===== src/rtl/decode_pkg.sv =====
// Shared types and defaults for the decode strobe sequencer.
// Phase lengths are in clock cycles; a length of 0 means that phase is skipped.
package decode_pkg;

  localparam int SEL_W_DEF      = 8;
  localparam int ADDR_W         = 3;
  localparam int SETUP_CYC_DEF  = 1;
  localparam int ACTIVE_CYC_DEF = 4;
  localparam int HOLD_CYC_DEF   = 1;
  localparam int CNT_W_DEF      = 8;

  typedef enum logic [1:0] {
    IDLE   = 2'd0,
    SETUP  = 2'd1,
    ACTIVE = 2'd2,
    HOLD   = 2'd3
  } seq_state_t;

  // Down-counter load value for a phase: the counter hits 0 in the phase's last cycle.
  function automatic int phase_load(input int cyc);
    return (cyc > 0) ? cyc - 1 : 0;
  endfunction

endpackage


===== src/rtl/decode_strobe_seq_phase_timer.sv =====
// Loadable down-counter timing one sequencer phase; it parks at zero.
// zero is asserted in the last cycle of the phase that loaded it.
module phase_timer
  import decode_pkg::*;
#(
  parameter int CNT_W = CNT_W_DEF
) (
  input  logic             clk,
  input  logic             rst_n,
  input  logic             load,
  input  logic [CNT_W-1:0] load_val,
  output logic             zero,
  output logic [CNT_W-1:0] count
);

  logic [CNT_W-1:0] count_reg;

  always_ff @(posedge clk or negedge rst_n) begin
    if (!rst_n) begin
      count_reg <= '0;
    end else if (load) begin
      count_reg <= load_val;
    end else if (count_reg != '0) begin
      count_reg <= count_reg - 1'b1;
    end
  end

  assign count = count_reg;
  assign zero  = (count_reg == '0);

endmodule


===== src/rtl/decode_strobe_seq.sv =====
// Captures one decode pattern per request and drives it onto the select lines with a
// SETUP -> ACTIVE -> HOLD strobe; an all-zero pattern is rejected with an error pulse.
module decode_strobe_seq
  import decode_pkg::*;
#(
  parameter int SEL_W      = SEL_W_DEF,
  parameter int SETUP_CYC  = SETUP_CYC_DEF,
  parameter int ACTIVE_CYC = ACTIVE_CYC_DEF,
  parameter int HOLD_CYC   = HOLD_CYC_DEF,
  parameter int CNT_W      = CNT_W_DEF
) (
  input  logic             clk,
  input  logic             rst_n,
  input  logic             req_valid,
  output logic             req_ready,
  input  logic [SEL_W-1:0] req_decode,
  input  logic             abort_i,
  output logic [SEL_W-1:0] sel_o,
  output logic             strobe_o,
  output logic             busy_o,
  output logic             done_o,
  output logic             err_o
);

  generate
    if (ACTIVE_CYC < 1) begin : g_bad_active
      $error("decode_strobe_seq: ACTIVE_CYC must be >= 1");
    end
    if (SETUP_CYC >= (2 ** CNT_W) || ACTIVE_CYC >= (2 ** CNT_W) || HOLD_CYC >= (2 ** CNT_W)) begin : g_bad_cnt
      $error("decode_strobe_seq: phase length does not fit in CNT_W");
    end
  endgenerate

  localparam logic [CNT_W-1:0] SETUP_LD  = CNT_W'(phase_load(SETUP_CYC));
  localparam logic [CNT_W-1:0] ACTIVE_LD = CNT_W'(phase_load(ACTIVE_CYC));
  localparam logic [CNT_W-1:0] HOLD_LD   = CNT_W'(phase_load(HOLD_CYC));

  seq_state_t       state_reg, state_next;
  logic [SEL_W-1:0] pat_reg, pat_next;
  logic [SEL_W-1:0] sel_next;
  logic             strobe_next, busy_next, done_next, err_next;
  logic             timer_load;
  logic [CNT_W-1:0] timer_load_val;
  logic             timer_zero;
  logic [CNT_W-1:0] timer_count;
  logic             phase_end;

  phase_timer #(.CNT_W(CNT_W)) u_timer (
    .clk      (clk),
    .rst_n    (rst_n),
    .load     (timer_load),
    .load_val (timer_load_val),
    .zero     (timer_zero),
    .count    (timer_count)
  );

  assign phase_end = timer_zero && (timer_count == '0);
  assign req_ready = (state_reg == IDLE) && !abort_i;

  always_comb begin
    state_next     = state_reg;
    pat_next       = pat_reg;
    timer_load     = 1'b0;
    timer_load_val = '0;
    done_next      = 1'b0;
    err_next       = 1'b0;
    case (state_reg)
      IDLE: begin
        if (req_valid && req_ready) begin
          if (req_decode == '0) begin
            err_next = 1'b1;
          end else begin
            pat_next   = req_decode;
            timer_load = 1'b1;
            if (SETUP_CYC > 0) begin
              state_next     = SETUP;
              timer_load_val = SETUP_LD;
            end else begin
              state_next     = ACTIVE;
              timer_load_val = ACTIVE_LD;
            end
          end
        end
      end
      SETUP: begin
        if (abort_i) begin
          state_next = IDLE;
        end else if (phase_end) begin
          state_next     = ACTIVE;
          timer_load     = 1'b1;
          timer_load_val = ACTIVE_LD;
        end
      end
      ACTIVE: begin
        if (abort_i) begin
          state_next = IDLE;
        end else if (phase_end) begin
          if (HOLD_CYC > 0) begin
            state_next     = HOLD;
            timer_load     = 1'b1;
            timer_load_val = HOLD_LD;
          end else begin
            state_next = IDLE;
            done_next  = 1'b1;
          end
        end
      end
      HOLD: begin
        if (abort_i) begin
          state_next = IDLE;
        end else if (phase_end) begin
          state_next = IDLE;
          done_next  = 1'b1;
        end
      end
      default: state_next = IDLE;
    endcase
    // Outputs are registered from the next state so they line up with the state itself.
    sel_next    = (state_next != IDLE) ? pat_next : '0;
    strobe_next = (state_next == ACTIVE);
    busy_next   = (state_next != IDLE);
  end

  always_ff @(posedge clk or negedge rst_n) begin
    if (!rst_n) begin
      state_reg <= IDLE;
      pat_reg   <= '0;
      sel_o     <= '0;
      strobe_o  <= 1'b0;
      busy_o    <= 1'b0;
      done_o    <= 1'b0;
      err_o     <= 1'b0;
    end else begin
      state_reg <= state_next;
      pat_reg   <= pat_next;
      sel_o     <= sel_next;
      strobe_o  <= strobe_next;
      busy_o    <= busy_next;
      done_o    <= done_next;
      err_o     <= err_next;
    end
  end

endmodule


===== config.mk =====
export PLATFORM = sky130hd
export DESIGN_NAME = decode_strobe_seq
export DESIGN_NICKNAME = d
export VERILOG_FILES = /design/src/rtl/decode_pkg.sv /design/src/rtl/decode_strobe_seq_phase_timer.sv /design/src/rtl/decode_strobe_seq.sv
export SDC_FILE = /design/constraint.sdc
export NUM_CORES = 1
export LEC_CHECK = 0
export ABC_AREA = 1
export CAP_MARGIN = 20
export CORE_ASPECT_RATIO = 1.2
export CORE_UTILIZATION = 46
export CTS_CLUSTER_DIAMETER = 60
export DETAILED_ROUTE_END_ITERATION = 8
export PLACE_DENSITY = 0.71
export SYNTH_ARGS = -nofsm -noshare
export SYNTH_HDL_FRONTEND = slang
export SYNTH_SLANG_ARGS = --single-unit

===== constraint.sdc =====
create_clock -name clk -period 3.9 [get_ports clk]
set_input_delay 1.17 -clock clk [delete_from_list [all_inputs] [get_ports clk]]
set_output_delay 1.17 -clock clk [all_outputs]
set_load 0.1 [all_outputs]

==> results of run 1 <==
## cells by family after synthesis
family	share of synthesized area (%)
flops	50.34
compound gates	10.65
buf+inv	9.731
simple gates	20.13
xor+xnor	4.111
fa+ha+maj	5.033
## cells in the final DEF, fill, tap and decap left out, drive strengths merged, types with 5 or more instances in the layout
cell type	netlist	layout
o21ai	5	5
a22oi	8	8
clkdlybuf4s50	0	23
xor2	6	6
ha	6	6
dfrtp	30	30
a21oi	8	8
nand3	6	6
clkbuf	0	6
nor2	24	24
nand2	25	25
inv	29	29
## worst register-to-register path, cell delays in order (launching register included)
cell and delay [ns]:
dfrtp_1 0.41, inv_1 0.14, ha_1 0.16, inv_1 0.04, nor2_2 0.15, nand2_2 0.11
clkinv_4 0.09, o21ai_2 0.15, inv_1 0.09, nor2_1 0.05, nor2_2 0.57, a21oi_1 0.15
## worst paths after layout
path                       depth (start not counted)  slack [ns]                to
min                                                2        0.49        pat_reg[7]
max                                                3        0.71         req_ready
min reg2reg                                        2        0.49        pat_reg[7]
min in group asynchronous                          2        1.20  u_timer.count[0]
max reg2reg                                       11        1.66          sel_o[7]
max in group asynchronous                          2        2.42      state_reg[1]
## area by class of cell
| cell class | instances | area, µm² | area share [%] |
|---|---|---|---|
| Sequential cell | 30 | 750.7 | 39.87 |
| Multi-Input combinational cell | 91 | 595.6 | 31.63 |
| Timing Repair Buffer | 25 | 257.7 | 13.69 |
| Inverter | 31 | 122.6 | 6.512 |
| Clock inverter | 2 | 60.06 | 3.189 |
| Clock buffer | 6 | 51.30 | 2.724 |
| Tap cell | 36 | 45.04 | 2.392 |
## stage by stage
stage	setup WS, ns	cell area, µm²	utilization [%]	hold WS, ns	std cells
floorplan	0.7397	1491	-	0.4506	154
global placement	0.7284	1772	57.47	0.4685	213
global route	0.6947	1883	61.08	0.5181	221
CTS	0.7118	1883	61.08	0.4974	221
detailed placement	0.7139	1772	57.47	0.4734	213
finish	0.7129	1883	61.08	0.4901	221
## routing by layer
layer | GRT usage, % | wire, µm
met1 | 21.59 | 1143
met2 | 30.40 | 1365
met3 | 8.333 | 142
met4 | 7.692 | 52
met5 | 0 | 0
## report_power, final
part           switching [W]  internal (W)  total (W)
registers          0.0000547      0.000442   0.000497
clock network       0.000112      0.000217   0.000329
logic               0.000717      0.000274   0.000991
total               0.000884      0.000933    0.00182
==> impl_metrics.py, run 1 <==
metrics = {
    "outcome": {
        "run_status": "finished clean",
    },
    "synth": {
        "ys_warn_count": 0,
        "synth_cells": 154,
        "syn_nets": 172,
        "synth-seq-area-share_pct": 50.34,
        "synth_top_area_share_pct": 50.34,
        "synth_cell_type_count": 27,
        "synth_area_um2": 1491,
        "async_flop_share_pct": 100.0,
        "synth_area_leader_cell": "dfrtp_1",
        "ys_ff_latch": 30,
        "synth.avg_cell_area_um2": 9.685,
        "yosys-top-cells-count": "dfrtp_1, inv_1, nand2_1, nor2_1, a22oi_1",
        "synth-main-ff-cell": "dfrtp_1",
        "synth.top_cells.by_area": "dfrtp_1, inv_1, ha_1, nand2_1, nor2_1",
        "synth_edf_count": 0,
        "yosysMostFrequentCell": "dfrtp_1",
    },
    "route": {
        "drcViolationCount": 0,
        "wl_per_cell_um": 12.23,
        "drt_wl_total_um": 2703,
        "drtIter0Drc": 12,
        "dr.pass1.iters": 4,
        "ant_nets": 0,
        "viasPerCell": 4.914,
        "via_count": 1086,
    },
    "clocking": {
        "cts_buffer_depth": 2,
        "htreeDepth": 2,
        "clk_pin_slew_ns": 0.10,
        "clk_latency_ns": 0.34,
        "hold_buffers": 0,
        "cts_resized": 0,
        "cts_sinks": 30,
        "cts_buffers": 5,
        "cts-root-buf": "clkbuf_4",
        "cts_tree": "yes",
        "cts_setup_buffers": 0,
    },
    "power": {
        "peakVddDrop_mv": 0.6120,
        "powerDensity_nw_per_um2": 965.1,
        "power_leakage_nw": 0.9654,
        "finalPower_w": 0.001817,
    },
    "layout": {
        "antenna-diode-count": 0,
        "final_net_count": 202,
        "area_growth_pct": 26.26,
        "drive_above_1_share_pct": 20.00,
        "final.fill_count": 275,
    },
    "floorplan": {
        "die_x_um": 53.98,
        "ios": 25,
        "die_h_um": 64.38,
        "std_cell_rows": 22,
        "start_util_pct": 48.38,
        "die-area_um2": 3475,
        "coreArea_um2": 3083,
    },
    "setup_path": {
        "slowest_stage": "clkdlybuf4s50_1",
        "slowest_delay_ns": 0.44,
        "cp-start-kind": "primary input",
        "critPathKind": "primary input to output port",
        "path_delay_family": "buffers and inverters",
        "reg2reg_from": "state_reg[0]",
        "cp-end-kind": "output port",
        "critPathBufInv": 2,
        "cp_cell_sequence": "clkdlybuf4s50_1, nor2_2, buf_12",
        "critPathLaunch": "abort_i",
        "arrival_ns": 2.02,
        "worstPathRequired_ns": 2.73,
        "worst-path-max-fanout": 2,
    },
    "placement": {
        "dp_hpwl_um": 1962,
        "port_buffers": 24,
        "gp_congestion": 0.7694,
    },
    "sta": {
        "period_needed_ns": 3.187,
        "max_freq_mhz": 313.8,
        "tns_ns": 0,
        "hold_viol_final": 0,
        "fin_crit_sh_pct": 81.72,
        "worst_slew_pin_slew_ns": 0.9816,
        "grt_setup_unrepaired": "false",
        "relSlewSlack_pct": 34.35,
        "finalSetupViolations": 0,
        "finClkSkew_ns": 0.01111,
        "drv_slew": 0,
    },
    "grt": {
        "grt_pass1_wl_um": 4595,
        "antenna_found_initial": 0,
        "grt_max_degree": 31,
        "grt_pass1_vias": 1094,
        "grt_usage_pct": 19.02,
        "gr-total-overflow": 0,
    },
    "worst_hold_path": {
        "min_path_type": "flop to flop",
        "holdCritStartpoint": "pat_reg[7]",
    },
    "flow_run": {
        "maxCapViolations": 0,
    },
}
Note: power is estimated with default switching activity, not from simulation.
==> run 2: changes to the inputs <==
==> constraint.sdc (replaced) <==
create_clock -name clk -period 3 [get_ports clk]
set_input_delay 0.9 -clock clk [delete_from_list [all_inputs] [get_ports clk]]
set_output_delay 0.9 -clock clk [all_outputs]
set_load 0.1 [all_outputs]
==> run 2 against run 1 <==
Against the previous run: first-iteration DRC count unchanged; sequential cell count unchanged; via count down 1.2%; cell count unchanged; die area unchanged; combinational power up 28%; routed wire length down 0.85%; global-route usage down 0.41 points; sequential power up 30%; non-clock buffer count up 1; clock skew down 0.0056 ns; hold slack better by 0.017 ns; largest cell class unchanged; largest power group unchanged; highest routed layer unchanged.
==> impl_metrics.py, run 2 (synthesis results as in run 1) <==
metrics = {
    "route": {
        "drtIter0Drc": 12,
        "drcViolationCount": 0,
        "ant_nets": 0,
        "dr.pass1.iters": 4,
        "drt_wl_total_um": 2680,
        "viasPerCell": 4.855,
        "via_count": 1073,
        "wl_per_cell_um": 12.13,
    },
    "setup_path": {
        "slowest_delay_ns": 0.43,
        "arrival_ns": 1.74,
        "critPathBufInv": 2,
        "cp-end-kind": "output port",
        "path_delay_family": "buffers and inverters",
        "worstPathRequired_ns": 2.10,
        "worst-path-max-fanout": 2,
        "r2r_slack_ns": 1.06,
        "critPathKind": "primary input to output port",
        "slowest_stage": "clkdlybuf4s50_1",
        "cp_cell_sequence": "clkdlybuf4s50_1, nor2_2, buf_12",
        "cp-start-kind": "primary input",
    },
    "layout": {
        "final_net_count": 203,
        "register_area_um2": 750.7,
        "area_growth_pct": 22.74,
        "fin_util_pct": 59.38,
        "layout_commonest_cell": "dfrtp_1",
        "final.fill_count": 277,
        "antenna-diode-count": 0,
        "layout_common_cells": "dfrtp_1, inv_1, nor2_1, nand2_1, buf_4",
        "multi_input_area_um2": 595.6,
        "drive_above_1_share_pct": 26.49,
    },
    "flow_run": {
        "maxCapViolations": 0,
    },
    "power": {
        "powerDensity_nw_per_um2": 1226,
        "power_leakage_nw": 0.9768,
        "peakVddDrop_mv": 0.7711,
    },
    "sta": {
        "finalSetupViolations": 0,
        "hold_viol_final": 0,
        "relSlewSlack_pct": 67.59,
        "period_needed_ns": 2.635,
        "grt_setup_unrepaired": "false",
        "finClkSkew_ns": 0.005537,
        "fin_crit_sh_pct": 87.85,
        "tns_ns": 0,
        "max_freq_mhz": 379.4,
        "worst_slew_pin_slew_ns": 0.4861,
        "holdWs_ns": 0.5075,
        "drv_slew": 0,
    },
    "placement": {
        "port_buffers": 24,
        "dp_hpwl_um": 2037,
        "gp_congestion": 0.7683,
    },
    "grt": {
        "grt_max_degree": 31,
        "grt_usage_pct": 18.61,
        "gr-total-overflow": 0,
        "antenna_found_initial": 0,
        "grt_pass1_vias": 1082,
        "grt_pass1_wl_um": 4567,
    },
    "clocking": {
        "cts_sinks": 30,
        "cts_resized": 0,
        "cts_buffers": 5,
        "clk_pin_slew_ns": 0.09,
        "cts_tree": "yes",
        "hold_buffers": 0,
        "clk_latency_ns": 0.32,
        "cts_buffer_depth": 2,
        "cts-root-buf": "clkbuf_4",
        "htreeDepth": 2,
        "cts_setup_buffers": 0,
    },
    "outcome": {
        "run_status": "finished clean",
    },
    "floorplan": {
        "die_h_um": 64.38,
        "coreArea_um2": 3083,
        "die-area_um2": 3475,
        "std_cell_rows": 22,
        "ios": 25,
        "die_x_um": 53.98,
        "start_util_pct": 48.38,
    },
    "worst_hold_path": {
        "min_path_type": "flop to flop",
    },
}
run 2: cell types whose count changed in the layout (fill, tap and decap cells not counted):
cell,delta
bufinv_16,-1
buf_4,+13
clkdlybuf4s50_1,-12
run 2: path summary, 6_finish.rpt:
| check | start | end | depth (start not counted) |
|---|---|---|---|
| setup reg to reg | state_reg[0] | sel_o[7] | 12 |
| hold / removal | pat_reg[7] | pat_reg[7] | 2 |
| hold reg to reg | pat_reg[7] | pat_reg[7] | 2 |
| min in group asynchronous | rst_n | u_timer.count[1] | 2 |
| max in group asynchronous | rst_n | state_reg[1] | 2 |
| setup / recovery | abort_i | req_ready | 3 |
run 2: where the power goes:
group	total [W]	internal (W)	switching [W]
registers	0.000644	0.000575	0.0000694
logic	0.00127	0.000336	0.000936
clock network	0.000327	0.000194	0.000133
total	0.00224	0.00110	0.00114
run 2: layer usage:
metal	wire, µm	GRT usage, %
met1	1106	21.51
met2	1396	30.40
met3	131	7.143
met4	46	6.731
met5	0	0
run 2: through the flow:
step           worst slack, ns  total power [W]  area (µm²)  instances
2_1_floorplan           0.3089         0.001672        1491        154
3_3_place_gp            0.3722         0.001906        1749        214
3_5_place_dp            0.3422         0.001936        1749        214
4_1_cts                 0.3532         0.002270        1831        221
5_1_grt                 0.3115         0.002398        1831        221
6_report                0.3645         0.002244        1831        221
run 2: cell type report:
cell class                 count  share of cell area [%]
inverter                      31                   6.699
clock buffer                   6                   2.802
clock inverter                 1                   1.640
sequential                    30                   41.01
timing repair buffer          26                   12.85
tap                           36                   2.461
multi-input combinational     91                   32.54
run 2: worst reg2reg max path, delay by kind of cell, from the launching register on:
family	cells	cell delay (ns)
fa+ha+maj	1	0.16
buf+inv	5	0.60
compound gates	2	0.25
flops	1	0.41
simple gates	4	0.41
==> run 3: changes to the inputs <==
--- a/config.mk
+++ b/config.mk
@@ -11,6 +11,7 @@
 export CORE_UTILIZATION = 46
 export CTS_CLUSTER_DIAMETER = 60
 export DETAILED_ROUTE_END_ITERATION = 8
+export MAX_ROUTING_LAYER = met4
 export PLACE_DENSITY = 0.71
 export SYNTH_ARGS = -nofsm -noshare
 export SYNTH_HDL_FRONTEND = slang
==> run 3 against run 2 <==
Against the previous run: critical path depth is the same; via count is essentially flat; global-route usage grew 0.49 points; clock power is essentially flat; core utilization is the same; first-iteration DRC count shrank 8.3%.
==> impl_metrics.py, run 3 (synthesis results as in run 1) <==
metrics = {
    "clocking": {
        "clk_latency_ns": 0.32,
        "cts_tree": "yes",
        "cts_setup_buffers": 0,
        "cts_resized": 0,
        "cts_buffers": 5,
        "cts_buffer_depth": 2,
        "cts-root-buf": "clkbuf_4",
        "cts_sinks": 30,
        "clk_pin_slew_ns": 0.09,
        "htreeDepth": 2,
        "hold_buffers": 0,
    },
    "placement": {
        "dp_hpwl_um": 2037,
        "gp_congestion": 0.7786,
        "placed_area_um2": 1749,
        "port_buffers": 24,
    },
    "grt": {
        "gr-total-overflow": 0,
        "grt_pass1_wl_um": 4574,
        "grt_max_degree": 31,
        "grt_pass1_vias": 1083,
        "antenna_found_initial": 0,
        "grt_usage_pct": 19.10,
    },
    "layout": {
        "area_growth_pct": 22.74,
        "drive_above_1_share_pct": 26.49,
        "layout_common_cells": "dfrtp_1, inv_1, nor2_1, nand2_1, buf_4",
        "postLayoutCellArea_um2": 1831,
        "final_net_count": 203,
        "antenna-diode-count": 0,
        "layout_commonest_cell": "dfrtp_1",
        "final.fill_count": 277,
        "multi_input_area_um2": 595.6,
        "register_area_um2": 750.7,
    },
    "route": {
        "viasPerCell": 4.860,
        "wl_per_cell_um": 12.08,
        "via_count": 1074,
        "ant_nets": 0,
        "drtIter0Drc": 11,
        "dr.pass1.iters": 4,
        "drcViolationCount": 0,
        "drt_wl_total_um": 2670,
    },
    "sta": {
        "finClkSkew_ns": 0.005598,
        "finalSetupViolations": 0,
        "fin_crit_sh_pct": 87.85,
        "worst_slew_pin_slew_ns": 0.4859,
        "relSlewSlack_pct": 67.60,
        "grt_setup_unrepaired": "false",
        "max_freq_mhz": 379.4,
        "period_needed_ns": 2.635,
        "tns_ns": 0,
        "hold_viol_final": 0,
        "drv_slew": 0,
    },
    "power": {
        "powerDensity_nw_per_um2": 1226,
        "peakVddDrop_mv": 0.7710,
        "power_leakage_nw": 0.9768,
    },
    "setup_path": {
        "critPathBufInv": 2,
        "slowest_stage": "clkdlybuf4s50_1",
        "crit_end": "req_ready",
        "cp-end-kind": "output port",
        "cp_cell_sequence": "clkdlybuf4s50_1, nor2_2, buf_12",
        "worstPathRequired_ns": 2.10,
        "path_depth": 3,
        "arrival_ns": 1.74,
        "reg2reg_from": "state_reg[0]",
        "worst-path-max-fanout": 2,
        "slowest_delay_ns": 0.43,
        "critPathLaunch": "abort_i",
        "cp-start-kind": "primary input",
        "r2r-end": "sel_o[7]",
        "path_delay_family": "buffers and inverters",
        "r2r_slack_ns": 1.06,
        "rr_worst_depth": 12,
        "critPathKind": "primary input to output port",
    },
    "worst_hold_path": {
        "holdCritStartpoint": "pat_reg[7]",
        "holdPathStages": 2,
        "min_path_type": "flop to flop",
    },
    "floorplan": {
        "ios": 25,
        "std_cell_rows": 22,
        "die_h_um": 64.38,
        "die_x_um": 53.98,
        "coreArea_um2": 3083,
        "start_util_pct": 48.38,
        "die-area_um2": 3475,
    },
    "outcome": {
        "run_status": "finished clean",
    },
    "flow_run": {
        "maxCapViolations": 0,
    },
}
run 3: cell counts in the layout (fill, tap and decap cells not counted):
Identical to the previous run, type by type.
run 3: layout make-up:
| class | count | area share, % |
|---|---|---|
| Clock buffer | 6 | 2.802 |
| Inverter | 31 | 6.699 |
| Multi-Input combinational cell | 91 | 32.54 |
| Clock inverter | 1 | 1.640 |
| Sequential cell | 30 | 41.01 |
| Timing Repair Buffer | 26 | 12.85 |
| Tap cell | 36 | 2.461 |
run 3: routing by layer:
metal,vias up,GRT usage [%],wire length [µm]
met4,0,6.731,46
met5,-,-,0
met1,508,21.35,1096
met3,7,7.143,131
li1,538,-,-
met2,21,30.56,1395
run 3: per-stage QoR:
stage	instances	hold slack, ns	worst slack [ns]	total power [W]	util (%)
floorplan	154	0.4506	0.3089	0.001672	-
global placement	214	0.4816	0.3722	0.001906	56.74
detailed placement	214	0.4921	0.3422	0.001936	56.74
CTS	221	0.5135	0.3532	0.002270	59.38
global route	221	0.5302	0.3115	0.002398	59.38
finish	221	0.5071	0.3645	0.002243	59.38
run 3: tightest hold or removal path, cell delays in order, from the launching register on:
cell	delay, ns
dfrtp_1	0.34
a22oi_1	0.08
inv_1	0.06
run 3: worst min-delay path by stage:
stage / end
3_5_place_dp: pat_reg[7]
6_report: pat_reg[7]
5_1_grt: pat_reg[7]
4_1_cts: pat_reg[7]
2_1_floorplan: pat_reg[7]
3_3_place_gp: pat_reg[3]
run 3: where the power goes:
group | switching (W) | total (W) | internal [W] | leakage [nW]
clock network | 0.000133 | 0.000327 | 0.000194 | 0.0443
logic | 0.000936 | 0.00127 | 0.000336 | 0.545
registers | 0.0000693 | 0.000644 | 0.000575 | 0.388
